`src/rtl/fft_x2_butterfly.sv`:
```
// Radix-2 butterfly (twiddle W0 = 1): X0 = x0 + x1, X1 = x0 - x1 on I and Q, one-cycle latency.
// Optional macro FFT_X2_SCALE_EN: halve every sum/difference instead of saturating it.
module fft_x2_butterfly #(
    parameter int DATA_W = 16
) (
    input  logic              clk,
    input  logic              rst_n,
    input  logic              valid,
    input  logic [DATA_W-1:0] in_data_i_0,
    input  logic [DATA_W-1:0] in_data_q_0,
    input  logic [DATA_W-1:0] in_data_i_1,
    input  logic [DATA_W-1:0] in_data_q_1,
    output logic [DATA_W-1:0] out_data_i_0,
    output logic [DATA_W-1:0] out_data_q_0,
    output logic [DATA_W-1:0] out_data_i_1,
    output logic [DATA_W-1:0] out_data_q_1,
    output logic              complete
);

    // Handshake: an input pair is accepted on every rising clk where valid=1 (no ready,
    // no backpressure); complete is high for exactly the cycle after each accepted pair.

    localparam logic [DATA_W-1:0] MAX_POS = {1'b0, {(DATA_W-1){1'b1}}};
    localparam logic [DATA_W-1:0] MAX_NEG = {1'b1, {(DATA_W-1){1'b0}}};

    logic [DATA_W:0]   sum_i, sum_q, dif_i, dif_q;
    logic [DATA_W-1:0] i0_d, q0_d, i1_d, q1_d;
    logic [DATA_W-1:0] i0_q, q0_q, i1_q, q1_q;
    logic              complete_q;

    function automatic logic [DATA_W-1:0] narrow(input logic [DATA_W:0] v);
`ifdef FFT_X2_SCALE_EN
        // Arithmetic shift right by one of a DATA_W+1-bit value always fits DATA_W bits.
        return v[DATA_W:1];
`else
        if (v[DATA_W] != v[DATA_W-1]) begin
            return v[DATA_W] ? MAX_NEG : MAX_POS;
        end
        return v[DATA_W-1:0];
`endif
    endfunction

    always_comb begin
        sum_i = {in_data_i_0[DATA_W-1], in_data_i_0} + {in_data_i_1[DATA_W-1], in_data_i_1};
        sum_q = {in_data_q_0[DATA_W-1], in_data_q_0} + {in_data_q_1[DATA_W-1], in_data_q_1};
        dif_i = {in_data_i_0[DATA_W-1], in_data_i_0} - {in_data_i_1[DATA_W-1], in_data_i_1};
        dif_q = {in_data_q_0[DATA_W-1], in_data_q_0} - {in_data_q_1[DATA_W-1], in_data_q_1};
        i0_d  = narrow(sum_i);
        q0_d  = narrow(sum_q);
        i1_d  = narrow(dif_i);
        q1_d  = narrow(dif_q);
    end

    always_ff @(posedge clk or negedge rst_n) begin
        if (!rst_n) begin
            i0_q       <= '0;
            q0_q       <= '0;
            i1_q       <= '0;
            q1_q       <= '0;
            complete_q <= 1'b0;
        end else begin
            complete_q <= valid;
            if (valid) begin
                i0_q <= i0_d;
                q0_q <= q0_d;
                i1_q <= i1_d;
                q1_q <= q1_d;
            end
        end
    end

    assign out_data_i_0 = i0_q;
    assign out_data_q_0 = q0_q;
    assign out_data_i_1 = i1_q;
    assign out_data_q_1 = q1_q;
    assign complete     = complete_q;

endmodule

```
`config.mk`:
```
export PLATFORM = sky130hd
export DESIGN_NAME = fft_x2_butterfly
export DESIGN_NICKNAME = d
export VERILOG_FILES = /design/src/rtl/fft_x2_butterfly.sv
export SDC_FILE = /design/constraint.sdc
export NUM_CORES = 1
export LEC_CHECK = 0
export ABC_AREA = 0
export CAP_MARGIN = 10
export CORE_UTILIZATION = 52
export DETAILED_ROUTE_END_ITERATION = 12
export PLACE_DENSITY = 0.78
export SYNTH_ARGS = -nofsm -noshare
export SYNTH_HDL_FRONTEND = slang
export SYNTH_SLANG_ARGS = --single-unit
```
`constraint.sdc`:
```
create_clock -name clk -period 1.3 [get_ports clk]
set_clock_uncertainty 0.15 [all_clocks]
set_input_delay 0.26 -clock clk [delete_from_list [all_inputs] [get_ports clk]]
set_output_delay 0.26 -clock clk [all_outputs]
set_load 0.02 [all_outputs]
```
==> results of run 1 <==
## cells in the mapped netlist (4+ instances only)
cell type / number
sky130_fd_sc_hd__a211o_1: 5
sky130_fd_sc_hd__a211oi_1: 7
sky130_fd_sc_hd__a21o_1: 14
sky130_fd_sc_hd__a21oi_1: 52
sky130_fd_sc_hd__a221o_1: 13
sky130_fd_sc_hd__a31oi_1: 7
sky130_fd_sc_hd__buf_2: 13
sky130_fd_sc_hd__buf_6: 4
sky130_fd_sc_hd__clkbuf_1: 18
sky130_fd_sc_hd__dfrtp_1: 65
sky130_fd_sc_hd__fa_1: 4
sky130_fd_sc_hd__ha_1: 64
sky130_fd_sc_hd__inv_1: 82
sky130_fd_sc_hd__mux2i_1: 4
sky130_fd_sc_hd__nand2_1: 14
sky130_fd_sc_hd__nand2b_1: 16
sky130_fd_sc_hd__nand3_1: 8
sky130_fd_sc_hd__nor2_1: 50
sky130_fd_sc_hd__nor2b_1: 10
sky130_fd_sc_hd__nor3_1: 14
sky130_fd_sc_hd__nor4_1: 5
sky130_fd_sc_hd__o211ai_1: 5
sky130_fd_sc_hd__o21a_1: 5
sky130_fd_sc_hd__o21ai_0: 20
sky130_fd_sc_hd__o21bai_1: 7
sky130_fd_sc_hd__o221a_2: 15
sky130_fd_sc_hd__o221ai_1: 19
sky130_fd_sc_hd__o2bb2ai_1: 9
sky130_fd_sc_hd__o31ai_1: 10
sky130_fd_sc_hd__or3_1: 8
sky130_fd_sc_hd__xnor2_1: 38
sky130_fd_sc_hd__xor2_1: 7
## cell families after synthesis
kind of cell | Yosys count | synth area share (%)
AO/OA/AOI/OAI | 222 | 29.2
AND/OR/NAND/NOR | 134 | 11.3
adder cells (fa/ha/maj) | 68 | 15.1
flip-flops | 65 | 27.9
buffers and inverters | 123 | 8.82
multiplexers | 5 | 0.879
XOR/XNOR | 45 | 6.76
## metrics by stage
step           hold slack (ns)  util, %  setup TNS (ns)  setup slack, ns
3_5_place_dp             0.161     85.6         -135.13            -2.13
3_3_place_gp             0.149     85.6         -128.62            -2.03
2_1_floorplan           -0.186        -          -78.37            -1.36
==> flow_metrics.py, run 1 <==
metrics = {
    "status": {
        "outcome": "aborted with a tool error",
        "outcome.stop_stage": "clock tree synthesis (4_1_cts)",
        "error": "[ERROR DPL-0038] Utilization greater than 100%, impossible to legalize",
    },
    "yosys": {
        "synthesized_netlist_cell_count": 662,
        "yosysSeqAreaShare_pct": 27.9,
        "synth_top_area_share_pct": 27.9,
        "synthDominantAreaCellType": "sky130_fd_sc_hd__dfrtp_1",
        "yosys_warnings": 0,
        "yosys.cell_types.count": 68,
        "syn_nets": 797,
        "synth.area.top_cells": "sky130_fd_sc_hd__dfrtp_1 28%, sky130_fd_sc_hd__ha_1 14%, sky130_fd_sc_hd__xnor2_1 5.7%",
        "synth-async-reset-ratio_pct": 100,
        "synth_edf_count": 0,
        "synth.avg_cell_area_um2": 8.81,
        "synthesis.area_um2": 5830,
        "synth.ff_latch_count": 65,
        "yosys_most_used_dff": "sky130_fd_sc_hd__dfrtp_1",
    },
    "cts": {
        "clockBufferDepth": 2,
        "cts.repair_timing.setup_buffer_count": 73,
        "tritoncts.num_buffers": 9,
        "post_cts_hold_buffer_count": 1,
        "ctsRootBufferMaster": "sky130_fd_sc_hd__clkbuf_8",
        "numClockSinks": 65,
        "cts_htree_levels": 3,
        "post_cts_resize_count": 695,
    },
    "placement": {
        "detailedPlacementHpwl_um": 15600,
        "dp.cells": 1131,
        "gp_routability_congestion": 0.972,
        "dpl_cell_area_um2": 9320,
        "port_buffers": 131,
    },
    "die": {
        "i_o_pins": 132,
        "chip_width_um": 108,
        "initial_core_util_pct": 53.6,
        "die_h_um": 108,
        "floorplan.rows": 38,
    },
}
==> inputs of run 2 (changes only) <==
--- a/config.mk
+++ b/config.mk
@@ -7,9 +7,9 @@
 export LEC_CHECK = 0
 export ABC_AREA = 0
 export CAP_MARGIN = 10
-export CORE_UTILIZATION = 52
+export CORE_UTILIZATION = 40
 export DETAILED_ROUTE_END_ITERATION = 12
-export PLACE_DENSITY = 0.78
+export PLACE_DENSITY_LB_ADDON = 0.15
 export SYNTH_ARGS = -nofsm -noshare
 export SYNTH_HDL_FRONTEND = slang
 export SYNTH_SLANG_ARGS = --single-unit
==> flow_metrics.py, run 2 <==
metrics = {
    "status": {
        "outcome": "finished, violations left",
        "violated_checks": "setup timing",
    },
    "setup_path": {
        "crit_start": "in_data_q_0[0]",
        "max_stage_delay_ns": 0.36,
        "path_class": "primary input to register",
        "worst-path-max-fanout": 5,
        "worst_ep_arrival_ns": 2.71,
        "timing.critical_path.to_type": "register",
        "timing.rr.start": "out_data_i_1[1]$_DFFE_PN0P_",
        "cpMaxStageDelayCell": "sky130_fd_sc_hd__fa_2",
        "cp.required_ns": 1.38,
        "worstPathCellList": "buf_6 -> buf_6 -> inv_12 -> ha_4 -> inv_2 -> fa_2 -> a211oi_4 -> o21ai_2 -> a211oi_2 -> o21ai_2 -> a31oi_4 -> mux2i_1 -> nand2_2 -> buf_6 -> buf_8 -> o2bb2ai_2",
        "critical_path.most_common_cell": "sky130_fd_sc_hd__buf_6",
        "critPathLaunchType": "primary input",
    },
    "cts": {
        "clk_transition_reported_paths_ns": 0.06,
        "ctsRootBufferMaster": "sky130_fd_sc_hd__clkbuf_16",
        "clock_insertion_delay_worst_skew_ns": 0.34,
        "numClockSinks": 65,
        "tritoncts.num_buffers": 9,
        "cts_htree_levels": 3,
        "tritoncts_clock_tree": "built",
        "clockBufferDepth": 2,
    },
    "route": {
        "via_count": 7078,
        "route.detailed.wl_per_inst_um": 19.3,
        "final_wirelength_um": 24500,
        "wirelength_met1_um": 9280,
        "detailedRoute.firstPassIterationCount": 5,
        "number_of_remaining_drc_errors": 0,
        "routed.top_layer": "met4",
        "wl_met3_um": 1180,
        "dr.first_iter.drc_count": 482,
        "final_antenna_net_count": 0,
        "viasPerCell": 5.57,
        "met2WireLength_um": 13000,
    },
    "yosys": {
        "yosys_most_used_dff": "sky130_fd_sc_hd__dfrtp_1",
        "yosysMostFrequentCell": "sky130_fd_sc_hd__inv_1",
        "synth_top_area_share_pct": 27.9,
        "yosys_warnings": 0,
        "yosysSeqAreaShare_pct": 27.9,
        "synth.area.top_cells": "sky130_fd_sc_hd__dfrtp_1 28%, sky130_fd_sc_hd__ha_1 14%, sky130_fd_sc_hd__xnor2_1 5.7%",
        "syn_nets": 797,
        "yosys.cell_types.count": 68,
        "synthesis.area_um2": 5830,
        "synth.ff_latch_count": 65,
        "synth.avg_cell_area_um2": 8.81,
        "synth-async-reset-ratio_pct": 100,
        "synth_top_cells_by_count": "82 x sky130_fd_sc_hd__inv_1, 65 x sky130_fd_sc_hd__dfrtp_1, 64 x sky130_fd_sc_hd__ha_1",
        "synthesized_netlist_cell_count": 662,
        "synthDominantAreaCellType": "sky130_fd_sc_hd__dfrtp_1",
        "synth_edf_count": 0,
    },
    "global_routing": {
        "grt_pass1_wl_um": 35500,
        "number_of_global_route_vias_before_repair": 7229,
        "gr_ovfl_total": 0,
        "grt_use_total_pct": 30.9,
        "grt_max_degree": 29,
        "antenna_found_initial": 0,
    },
    "sta": {
        "timing_max_transition_violations_final": 0,
        "layout_setup_ws_ns": -1.33,
        "grt_setup_unrepaired": "true",
        "fin_setup_tns_ns": -78.28,
        "finalHoldViolCount": 0,
        "final-setup-viol-count": 83,
        "finalCriticalPeriod_ns": 2.63,
        "timing.max_slew.rel_slack_pct": 69.0,
        "share_of_the_clock_period_used_by_the_worst_path_after_layout_pct": 203,
        "fmax_mhz": 380,
        "fin_hold_ws_ns": 0.153,
        "worst-slew-pin-transition_ns": 0.461,
    },
    "die": {
        "chip_width_um": 123,
        "initial_core_util_pct": 41.5,
        "i_o_pins": 132,
        "floorplan.rows": 43,
        "die_h_um": 123,
        "die-area_um2": 15100,
        "core_um2": 14000,
    },
    "pwr": {
        "post-layout-total-power_mw": 13.0,
        "vdd.ir_drop.worst_mv": 0.714,
        "power.density_cell_area_nw_per_um2": 1140,
        "p_leak_nw": 5.27,
    },
    "cells_and_area": {
        "final_design_area_no_fill_um2": 11400,
        "layout_fillers": 835,
        "final_util_pct": 81.5,
        "post_route_cells_drive_above_1_share_pct": 59.1,
        "design.final.nets": 1221,
        "antenna_cells": 0,
        "areaGrowthSynthToFinish_pct": 96.1,
        "final-instance-count-excl-fill": 1270,
        "layout_commonest_cell": "sky130_fd_sc_hd__buf_4",
        "layout_common_cells": "282 x sky130_fd_sc_hd__buf_4, 81 x sky130_fd_sc_hd__buf_6, 65 x sky130_fd_sc_hd__dfrtp_1, 50 x sky130_fd_sc_hd__inv_1, 42 x sky130_fd_sc_hd__a21oi_1",
    },
    "run": {
        "drv_cap": 0,
    },
    "placement": {
        "gp_routability_congestion": 0.892,
        "detailedPlacementHpwl_um": 15600,
        "dp_slack_ns": -2.16,
        "port_buffers": 131,
        "dpl_cell_area_um2": 9300,
        "dp.cells": 1163,
    },
    "min_path": {
        "hold_path.startpoint": "in_data_i_1[0]",
        "min_path_type": "primary input to register",
    },
}
run 2: logic make-up after synthesis:
family	Yosys count	synth area share, %
flip-flops	65	27.9
adder cells (fa/ha/maj)	68	15.1
multiplexers	5	0.879
AO/OA/AOI/OAI	222	29.2
AND/OR/NAND/NOR	134	11.3
XOR/XNOR	45	6.76
buffers and inverters	123	8.82
run 2: layer usage:
| metal | track usage (%) | vias to the layer above |
|---|---|---|
| li1 | - | 3243 |
| met1 | 34.5 | 3464 |
| met2 | 58.4 | 289 |
| met3 | 3.76 | 82 |
| met4 | 13.2 | 0 |
| met5 | 0 | - |
run 2: repair_timing:
item / in CTS / in global routing
setup buffers: 67 / 29
pin swaps: 123 / 31
endpoints found under the setup margin: 129 / 120
gates resized for setup: 688 / 94
hold buffers: 1 / 0
cloned: 5 / 1
hold endpoints to repair: 11 / 0
run 2: final cells by class:
cell class	instances	area (um2)	area share, %
timing repair inverter	1	7.51	0.0656
clock inverter	6	115	1.01
sequential	65	1630	14.2
tap	180	225	1.97
timing repair buffer	447	3810	33.3
multi-input combinational	475	5050	44.2
inverter	87	374	3.27
clock buffer	9	225	1.97
run 2: critical path, delay by kind of cell:
family | cells | cell delay (ns)
mux | 1 | 0.14
simple gates | 1 | 0.14
fa+ha+maj | 2 | 0.49
compound gates | 6 | 1.13
buf+inv | 6 | 0.57
run 2: final timing paths:
kind                                                      to  slack [ns]  cells past startpoint
max in group asynchronous       out_data_i_1[10]$_DFFE_PN0P_        0.25                      3
worst min-delay path             out_data_i_0[0]$_DFFE_PN0P_        0.15                      3
min in group asynchronous        out_data_i_0[5]$_DFFE_PN0P_        0.25                      2
worst max register to register   out_data_i_1[1]$_DFFE_PN0P_        0.04                      4
worst min register to register  out_data_q_0[13]$_DFFE_PN0P_        0.40                      1
worst max-delay path             out_data_q_1[8]$_DFFE_PN0P_       -1.33                     16
run 2: where the power goes:
part           switching (mW)  leakage [nW]  internal [mW]
combinational            3.36          4.37           3.93
sequential              0.390         0.744           2.49
clock                   0.999         0.163           1.88
(Power assumes the default switching activity.)
==> inputs of run 3 (changes only) <==
--- a/config.mk
+++ b/config.mk
@@ -8,6 +8,7 @@
 export ABC_AREA = 0
 export CAP_MARGIN = 10
 export CORE_UTILIZATION = 40
+export CTS_CLUSTER_SIZE = 10
 export DETAILED_ROUTE_END_ITERATION = 12
 export PLACE_DENSITY_LB_ADDON = 0.15
 export SYNTH_ARGS = -nofsm -noshare
==> constraint.sdc (replaced) <==
create_clock -name clk -period 1.3 [get_ports clk]
set_clock_uncertainty 0.15 [all_clocks]
set_input_delay 0.26 -clock clk [delete_from_list [all_inputs] [get_ports clk]]
set_output_delay 0.26 -clock clk [all_outputs]
set_load 0.05 [all_outputs]
==> flow_metrics.py, run 3 (synthesis gave the netlist of run 2 again) <==
metrics = {
    "cells_and_area": {
        "post_route_cells_drive_above_1_share_pct": 62.0,
        "final_util_pct": 85.5,
        "layout_commonest_cell": "sky130_fd_sc_hd__buf_4",
        "areaGrowthSynthToFinish_pct": 106,
        "antenna_cells": 0,
        "design.final.nets": 1212,
        "layout_common_cells": "270 x sky130_fd_sc_hd__buf_4, 75 x sky130_fd_sc_hd__buf_12, 56 x sky130_fd_sc_hd__dfrtp_1, 45 x sky130_fd_sc_hd__inv_1, 43 x sky130_fd_sc_hd__a21oi_1",
    },
    "cts": {
        "cts_htree_levels": 3,
        "clock_insertion_delay_worst_skew_ns": 0.35,
        "tritoncts.num_buffers": 9,
        "clk_transition_reported_paths_ns": 0.06,
        "tritoncts_clock_tree": "built",
        "ctsRootBufferMaster": "sky130_fd_sc_hd__clkbuf_16",
        "clockBufferDepth": 2,
        "numClockSinks": 65,
    },
    "setup_path": {
        "worst-path-max-fanout": 5,
        "timing.rr.start": "out_data_q_0[9]$_DFFE_PN0P_",
        "r2r-end": "out_data_q_0[9]$_DFFE_PN0P_",
        "timing.critical_path.to_type": "register",
        "cp.required_ns": 1.39,
        "critPathLaunchType": "primary input",
        "path_class": "primary input to register",
        "worst_ep_arrival_ns": 2.67,
        "worst_r2r_path_depth": 3,
        "reg2reg_slack_ns": -0.01,
    },
    "min_path": {
        "timing.hold.worst_path_depth": 3,
        "hold_path.startpoint": "in_data_i_1[0]",
        "endpoint_with_the_worst_hold_slack": "out_data_i_0[0]$_DFFE_PN0P_",
        "min_path_type": "primary input to register",
    },
    "sta": {
        "timing_max_transition_violations_final": 0,
        "share_of_the_clock_period_used_by_the_worst_path_after_layout_pct": 199,
        "grt_setup_unrepaired": "true",
        "fmax_mhz": 387,
        "timing.max_slew.rel_slack_pct": 68.0,
        "final-setup-viol-count": 129,
        "worst-slew-pin-transition_ns": 0.477,
        "finalHoldViolCount": 0,
        "finalCriticalPeriod_ns": 2.58,
        "layout_setup_ws_ns": -1.28,
    },
    "global_routing": {
        "grt_busiest_layer": "met2",
        "globalRouteMet1Util_pct": 34.6,
        "groute.layer.met3.usage_pct": 4.41,
        "globalRouteMet2Util_pct": 58.9,
        "grt_use_total_pct": 32.2,
        "number_of_global_route_vias_before_repair": 7239,
        "grt_pass1_wl_um": 36500,
        "grt_max_degree": 23,
        "antenna_found_initial": 0,
        "gr_ovfl_total": 0,
    },
    "placement": {
        "gp_routability_congestion": 0.942,
        "detailedPlacementHpwl_um": 15700,
        "port_buffers": 131,
    },
    "status": {
        "outcome": "finished, violations left",
        "violated_checks": "setup timing",
    },
    "die": {
        "core_um2": 14000,
        "die-area_um2": 15100,
        "chip_width_um": 123,
        "die_h_um": 123,
        "initial_core_util_pct": 41.5,
        "i_o_pins": 132,
        "floorplan.rows": 43,
    },
    "route": {
        "dr.first_iter.drc_count": 495,
        "detailedRoute.firstPassIterationCount": 4,
        "via_count": 7154,
        "number_of_remaining_drc_errors": 0,
        "viasPerCell": 5.67,
        "final_antenna_net_count": 0,
        "final_wirelength_um": 26600,
        "route.detailed.wl_per_inst_um": 21.1,
    },
    "pwr": {
        "vdd.ir_drop.worst_mv": 0.823,
        "power.density_cell_area_nw_per_um2": 1240,
        "p_leak_nw": 5.44,
        "post-layout-total-power_mw": 14.9,
    },
    "run": {
        "drv_cap": 0,
    },
}
## run 3: cell count changes in the layout (fill, tap and decap cells not counted), moves of 11 or more
cell	delta
sky130_fd_sc_hd__buf_6	-53
sky130_fd_sc_hd__buf_4	-12
sky130_fd_sc_hd__nor2_4	-11
sky130_fd_sc_hd__dlygate4sd2_1	-14
sky130_fd_sc_hd__buf_12	+66
## run 3: final cells by class
cell class	count	area [um2]
multi-input cells	475	5080
repair buffers	438	4370
fillers	692	2040
flip-flops and latches	65	1640
inverters	87	385
clock buffers	10	229
well taps	180	225
clock inverters	6	65.1
repair inverters	1	7.51
## run 3: critical path, stage by stage
cell and delay (ns):
sky130_fd_sc_hd__buf_6 0.11, sky130_fd_sc_hd__ha_4 0.29, sky130_fd_sc_hd__nor2b_4 0.05, sky130_fd_sc_hd__o211ai_1 0.32, sky130_fd_sc_hd__a31oi_4 0.15, sky130_fd_sc_hd__o31a_1 0.37, sky130_fd_sc_hd__o21ba_4 0.24, sky130_fd_sc_hd__o221ai_4 0.27
sky130_fd_sc_hd__clkinvlp_4 0.25, sky130_fd_sc_hd__a221o_1 0.36
## run 3: stage by stage
stage          setup WS [ns]  hold slack, ns  setup TNS [ns]  cells  cell area (um2)
6_report               -1.28           0.194          -78.80   1262            12000
5_1_grt                -1.35           0.202          -83.31   1262            12000
3_5_place_dp           -2.21          0.0758         -132.39   1136             9770
3_3_place_gp           -2.09          0.0672         -127.44   1136             9770
4_1_cts                -1.35           0.189          -78.33   1226            11600
2_1_floorplan          -1.34          -0.186          -78.36    662             6200
## run 3: what timing repair did
action | in CTS | in global routing
pin swaps | 96 | 75
endpoints found under the hold margin | 8 | 0
setup endpoints to repair | 129 | 129
gates resized for setup | 393 | 89
hold buffers | 1 | 0
gates cloned | 6 | 1
setup buffers | 69 | 39
## run 3: how the worst max path moves through the flow
stage | start | endpoint | slack, ns | depth (start not counted)
final | in_data_q_0[1] | out_data_q_0[3]$_DFFE_PN0P_ | -1.28 | 10
after global routing | in_data_q_1[1] | out_data_q_0[9]$_DFFE_PN0P_ | -1.35 | 11
after CTS | in_data_i_0[0] | out_data_i_1[4]$_DFFE_PN0P_ | -1.35 | 15
after detailed placement | in_data_q_0[0] | out_data_q_1[4]$_DFFE_PN0P_ | -2.21 | 15
after global placement | in_data_q_0[0] | out_data_q_1[0]$_DFFE_PN0P_ | -2.09 | 15
after floorplan | in_data_i_0[0] | out_data_i_1[0]$_DFFE_PN0P_ | -1.34 | 13
## run 3: routing by layer
| layer | vias to the layer above | part of all wire [%] | wire length, um |
|---|---|---|---|
| met5 | - | 0 | 0 |
| met1 | 3498 | 37 | 9750 |
| met4 | 0 | 5.5 | 1470 |
| met2 | 305 | 53 | 14100 |
| met3 | 114 | 4.7 | 1260 |
| li1 | 3237 | - | - |
## run 3: report_power, final
group | switching [mW] | leakage [nW] | internal [mW]
Combinational | 4.51 | 4.56 | 4.78
Clock | 1.04 | 0.143 | 1.49
Sequential | 0.593 | 0.736 | 2.50
